`config.mk`:
```
export PLATFORM = sky130hd
export DESIGN_NAME = mem_wb_reg
export DESIGN_NICKNAME = d
export VERILOG_FILES = /design/src/rtl/mem_wb_reg.sv
export SDC_FILE = /design/constraint.sdc
export NUM_CORES = 1
export LEC_CHECK = 0
export CORE_ASPECT_RATIO = 1.2
export CORE_MARGIN = 2
export CORE_UTILIZATION = 40
export DETAILED_ROUTE_END_ITERATION = 10
export DONT_BUFFER_PORTS = 1
export SYNTH_ARGS = -nofsm -noshare
export SYNTH_HDL_FRONTEND = slang
export SYNTH_SLANG_ARGS = --single-unit
```
`constraint.sdc`:
```
create_clock -name clock -period 1.1 [get_ports clock]
set_input_delay 0.055 -clock clock [delete_from_list [all_inputs] [get_ports clock]]
set_output_delay 0.055 -clock clock [all_outputs]
set_load 0.1 [all_outputs]
```
`src/rtl/mem_wb_reg.sv`:
```
// ---------------------------------------------------------------------------
// mem_wb_reg : MEM/WB pipeline register of the 5-stage 32-bit RISC-V core.
//
// Captures memory read data, ALU result, destination register index and the
// WB-stage control bits at the end of MEM and presents them to write-back
// one cycle later.
//
// Ports
//   clock              rising-edge system clock
//   reset              asynchronous, active-low reset (clears all state)
//   stall              1 = hold all registered outputs
//   flush              1 = load a bubble on the next edge (wins over stall)
//   read_data_in/out   data memory read value
//   ALU_result_in/out  ALU result / address
//   rd_in/out          destination register index
//   WB_reg_write_in/out   register-file write enable
//   WB_mem_to_reg_in/out  WB select: 1 = memory data, 0 = ALU result
//   valid_out          1 = holds a real instruction (not reset/flush bubble)
//   wb_data_out        combinational write-back data select
//
// Optional build macro MEM_WB_PC_TRACE_EN adds pc_in/pc_out and
// instr_in/instr_out (32 bits each) for retirement tracing. They follow the
// same capture/stall/flush/reset rules as the data fields.
// ---------------------------------------------------------------------------
module mem_wb_reg #(
  parameter int unsigned DATA_W = 32,
  parameter int unsigned REG_AW = 5
) (
  input  logic              clock,
  input  logic              reset,
  input  logic              stall,
  input  logic              flush,
  input  logic [DATA_W-1:0] read_data_in,
  input  logic [DATA_W-1:0] ALU_result_in,
  input  logic [REG_AW-1:0] rd_in,
  input  logic              WB_reg_write_in,
  input  logic              WB_mem_to_reg_in,
`ifdef MEM_WB_PC_TRACE_EN
  input  logic [31:0]       pc_in,
  input  logic [31:0]       instr_in,
  output logic [31:0]       pc_out,
  output logic [31:0]       instr_out,
`endif
  output logic [DATA_W-1:0] read_data_out,
  output logic [DATA_W-1:0] ALU_result_out,
  output logic [REG_AW-1:0] rd_out,
  output logic              WB_reg_write_out,
  output logic              WB_mem_to_reg_out,
  output logic              valid_out,
  output logic [DATA_W-1:0] wb_data_out
);

  logic [DATA_W-1:0] read_data_q,  read_data_d;
  logic [DATA_W-1:0] alu_result_q, alu_result_d;
  logic [REG_AW-1:0] rd_q,         rd_d;
  logic              reg_write_q,  reg_write_d;
  logic              mem_to_reg_q, mem_to_reg_d;
  logic              valid_q,      valid_d;
`ifdef MEM_WB_PC_TRACE_EN
  logic [31:0]       pc_q,         pc_d;
  logic [31:0]       instr_q,      instr_d;
`endif

  // Next-state: flush beats stall; stall holds; otherwise capture.
  always_comb begin
    read_data_d  = read_data_q;
    alu_result_d = alu_result_q;
    rd_d         = rd_q;
    reg_write_d  = reg_write_q;
    mem_to_reg_d = mem_to_reg_q;
    valid_d      = valid_q;
`ifdef MEM_WB_PC_TRACE_EN
    pc_d         = pc_q;
    instr_d      = instr_q;
`endif
    if (flush) begin
      read_data_d  = '0;
      alu_result_d = '0;
      rd_d         = '0;
      reg_write_d  = 1'b0;
      mem_to_reg_d = 1'b0;
      valid_d      = 1'b0;
`ifdef MEM_WB_PC_TRACE_EN
      pc_d         = '0;
      instr_d      = '0;
`endif
    end else if (!stall) begin
      read_data_d  = read_data_in;
      alu_result_d = ALU_result_in;
      rd_d         = rd_in;
      reg_write_d  = WB_reg_write_in;
      mem_to_reg_d = WB_mem_to_reg_in;
      valid_d      = 1'b1;
`ifdef MEM_WB_PC_TRACE_EN
      pc_d         = pc_in;
      instr_d      = instr_in;
`endif
    end
  end

  always_ff @(posedge clock or negedge reset) begin
    if (!reset) begin
      read_data_q  <= '0;
      alu_result_q <= '0;
      rd_q         <= '0;
      reg_write_q  <= 1'b0;
      mem_to_reg_q <= 1'b0;
      valid_q      <= 1'b0;
`ifdef MEM_WB_PC_TRACE_EN
      pc_q         <= '0;
      instr_q      <= '0;
`endif
    end else begin
      read_data_q  <= read_data_d;
      alu_result_q <= alu_result_d;
      rd_q         <= rd_d;
      reg_write_q  <= reg_write_d;
      mem_to_reg_q <= mem_to_reg_d;
      valid_q      <= valid_d;
`ifdef MEM_WB_PC_TRACE_EN
      pc_q         <= pc_d;
      instr_q      <= instr_d;
`endif
    end
  end

  assign read_data_out     = read_data_q;
  assign ALU_result_out    = alu_result_q;
  assign rd_out            = rd_q;
  assign WB_reg_write_out  = reg_write_q;
  assign WB_mem_to_reg_out = mem_to_reg_q;
  assign valid_out         = valid_q;
`ifdef MEM_WB_PC_TRACE_EN
  assign pc_out            = pc_q;
  assign instr_out         = instr_q;
`endif

  assign wb_data_out = mem_to_reg_q ? read_data_q : alu_result_q;

endmodule

```
---- Word level (Yosys, flattened, before mapping) ----
Index checks and enable logic that the tools add are counted.
operators by class
  eq/ne operators ......................... 1
  muxes and demuxes ....................... 13
operators by type and width
  operator              count
  $mux W32              5
  $mux W5               2
  $mux W1               6
  $ne A2 B1 Y1 const B  1
word-level totals
  flip-flop bits (word level) ............. 72
  bits of input ports ..................... 75
  logic and storage cells ................. 20

---- Longest topological paths before layout ----
  word-level depth ........................ 2
  gate-level depth with buffers ........... 4
  gate-level depth less buffers ........... 2

---- Worst setup path after synthesis ----
Ideal clock, no wire load.
  path kind ............................... reg-to-output
  start point ............................. register mem_to_reg_q, in the netlist WB_mem_to_reg_out
  end point ............................... output port wb_data_out[20]
  arrival time ............................ 1.830 ns
  data required time ...................... 1.045 ns
  path slack .............................. -0.785 ns
  cell stages (with the launch flop) ...... 4
  path buffers ............................ 2
  cells stage by stage .................... dfrtp_1 > buf_6 > buf_6 > mux2_2
between the ends
  cells in the longest elaborated chain, start to end .. 1
RTL lines
  element                   line  source
  start: declaration        57    logic mem_to_reg_q, mem_to_reg_d;
  start signal: assignment  118   mem_to_reg_q <= mem_to_reg_d;
  $mux W32                  138   assign wb_data_out = mem_to_reg_q ? read_data_q : alu_result_q;
  end: declaration          50    output logic [DATA_W-1:0] wb_data_out
No other way between the ends.

---- Worst setup path after layout ----
  start point ............................. register mem_to_reg_q, in the netlist WB_mem_to_reg_out
  end point ............................... output port wb_data_out[6]
The elaborated chain is that of the path after synthesis.

==> summary.md <==
| Metric | Value |
|---|---|
| Status | `finished, violations left` |
| Failing checks | `negative hold slack, negative setup slack` |
| Static leakage | `2.18 nW` |
| Hold WS | `-0.591 ns` |
| CTS tree | `yes` |
| Reg2reg end | `WB_mem_to_reg_out` |
| Register area share after synthesis | `0.538` |
| Most used cell, CP | `buf_12` |
| Via Count | `2214` |
| HP Class | `in -> async` |
| DRT antenna net count | `0` |
| Routed len/inst | `17.1 µm` |
| Clock transition at path regs | `0.08 ns` |
| Port Buf Inserts | `0` |
| CP Launch Point | `WB_mem_to_reg_out` |
| Initial antenna violation count | `0` |
| Max cap viols | `0` |
| Critical Path AT | `1.51 ns` |
| Critical Path Sink | `wb_data_out[6]` |
| Setup-failing EPs final | `33` |
| Final clock skew | `0 ns` |
| Worst setup path category | `reg -> out` |
| Worst-Margin Slew | `0.298 ns` |
| Die width | `87.5 µm` |
| Layout Nets | `413` |
| Row count | `36` |
| Final std cells w/o fill | `438` |
| RePlAce Congestion | `0.726` |
| Fill count | `700` |
| # DRC | `0` |
| Layout Area Growth over Synthesis | `32.7%` |
| Diode count | `0` |
| YS warnings | `0` |
| Die Y-Extent | `104 µm` |
| Worst setup SP type | `flip-flop` |
| CP Capture Type | `primary output` |
| Core ar. | `8110 µm²` |
| I/O Pins | `179` |
| Worst skew pair latency | `0.33 ns` |
| Crit path time final | `1.57 ns` |
| Family with the most delay on the worst path | `flip-flops` |
| Max-slew headroom | `0.802` |
| GRT Total Usage | `0.162` |
| Initial Util | `0.413` |
| RSZ-0062 raised after global routing | `yes` |
| Vias in the first global route | `2345` |
| DRT iter0 DRCs | `72` |
| Peak supply drop | `1.24 mV` |
| Reg2reg path depth | `3` |
| Root Driver | `clkbuf_8` |
| Number of buffers created by CTS | `9` |
| Final Util | `0.548` |
| Cell variety after synth | `11` |
| Initial DRT Pass Iterations | `4` |
| Mapped Area | `3350 µm²` |
| Slew Viols, Final | `0` |
| Global-route wire length before repair | `11700 µm` |
| Share of cells above drive strength 1 | `0.574` |
| Via/cell ratio | `5.05` |
| Syn avg cell area | `12.5 µm²` |
| Slowest CP cell | `dfrtp_4` |
| CP Cell Sequence | `buf_12 > mux2_4 > buf_12` |
| Syn Inst Count | `268` |
| Flop2flop setup slack | `0.12 ns` |
| Largest stage delay, worst path | `0.52 ns` |
| Largest net degree at the start of global routing | `73` |
| Dpl cells | `421` |
| Routed Wire Length | `7470 µm` |
| Mapped Nets | `343` |
| Tcrit/Tclk final | `1.43` |
| Final WS setup | `-0.468 ns` |
| Clock Sinks | `72` |
| Maximum fanout along the worst path | `12` |
| Pwr dens | `1710 nW/µm²` |
| Final count of hold timing violations | `144` |
| Yosys reg bits | `72` |
| Max Fclk | `638 MHz` |
| CTS Buffer Depth | `2` |
| Crit path depth | `3` |
| Htree depth | `3` |
| Req. time, crit path | `1.04 ns` |
| R2r startpoint | `WB_mem_to_reg_out` |
| GRT overflow | `0` |
| DP Wirelength | `4990 µm` |
| Buf/Inv on CP | `2` |
| Postcts setup bufs | `0` |
| DIE AREA | `9120 µm²` |
cells in the mapped netlist:
master / count / area [µm²]
a21oi_1: 1 / 5.00
buf_2: 2 / 10.0
buf_6: 5 / 56.3
buf_8: 7 / 105
clkbuf_1: 6 / 22.5
dfrtp_1: 72 / 1800
inv_1: 1 / 3.75
mux2_2: 30 / 338
mux2_4: 2 / 30.0
mux2i_1: 71 / 711
nor2_1: 71 / 267
layout by cell type, fill, tap and decap left out, types with 2 or more instances in the layout:
master and count:
buf_12 5, buf_4 48, buf_6 23, buf_8 2
clkbuf_1 2, clkbuf_8 10, clkinvlp_4 2, dfrtp_2 71
mux2_2 2, mux2_4 30, mux2i_1 71, nor2_1 71
power by group:
part	internal, mW	switching, mW
combinational	0.583	1.99
clock	1.12	0.938
sequential	2.82	0.133
worst reg2reg max path, cell delays in order, from the launching register on:
cell and delay, ns:
dfrtp_4 0.52, buf_8 0.17, mux2i_1 0.13, nor2_1 0.05
state kept, by name, summed over array words and instances (netlist names):
name and count:
ALU_result_out 32, read_data_out 32, rd_out 5, WB_mem_to_reg_out 1
WB_reg_write_out 1, valid_out 1
worst min-delay path by stage:
stage                from            endpoint  slack, ns  cells after the start
floorplan           reset   ALU_result_out[0]      -0.24                      0
global placement    reset           rd_out[2]      -0.24                      0
detailed placement  reset  ALU_result_out[28]      -0.24                      0
CTS                 reset  ALU_result_out[28]      -0.61                      0
global route        reset  ALU_result_out[28]      -0.63                      0
finish              reset    read_data_out[2]      -0.59                      0
layer usage:
layer | part of all wire | vias to the layer above | GRT usage
met5 | 0 | - | 0
met4 | 0.011 | 0 | 0.0516
met3 | 0.076 | 6 | 0.0587
met2 | 0.51 | 93 | 0.261
met1 | 0.41 | 1081 | 0.201
li1 | - | 1034 | -
logic make-up after synthesis:
kind of cell / count (synthesis) / synth area share
buffers and inverters: 21 / 0.0590
AOI/OAI and AO/OA: 1 / 0.00149
and+or+nand+nor: 71 / 0.0796
DFF: 72 / 0.538
muxes: 103 / 0.322
what timing repair did:
| action | CTS | global route |
|---|---|---|
| resized for setup | 2 | 26 |
| endpoints found under the hold margin | 144 | 144 |
| setup endpoints to repair | 33 | 56 |
| cloned | 0 | 1 |
area by class of cell:
class                           instances  area [µm²]  area share
Tap cell                               95         119      0.0267
Multi-Input combinational cell        175        1460       0.327
Clock inverter                          4        53.8      0.0121
Timing Repair Buffer                   79         774       0.174
Clock buffer                           12         145      0.0326
Sequential cell                        72        1890       0.426
Inverter                                1        3.75    0.000844
stage by stage:
stage	instance area, µm²	power, mW	TNS [ns]	setup slack (ns)
floorplan	3550	5.28	-10.58	-0.329
CTS	4320	7.62	-14.60	-0.496
global route	4450	7.87	-15.63	-0.514
global placement	4120	5.51	-2.55	-0.131
finish	4450	7.59	-14.22	-0.468
detailed placement	4120	5.54	-2.74	-0.151
No activity file was read; power rests on OpenSTA's default activity.
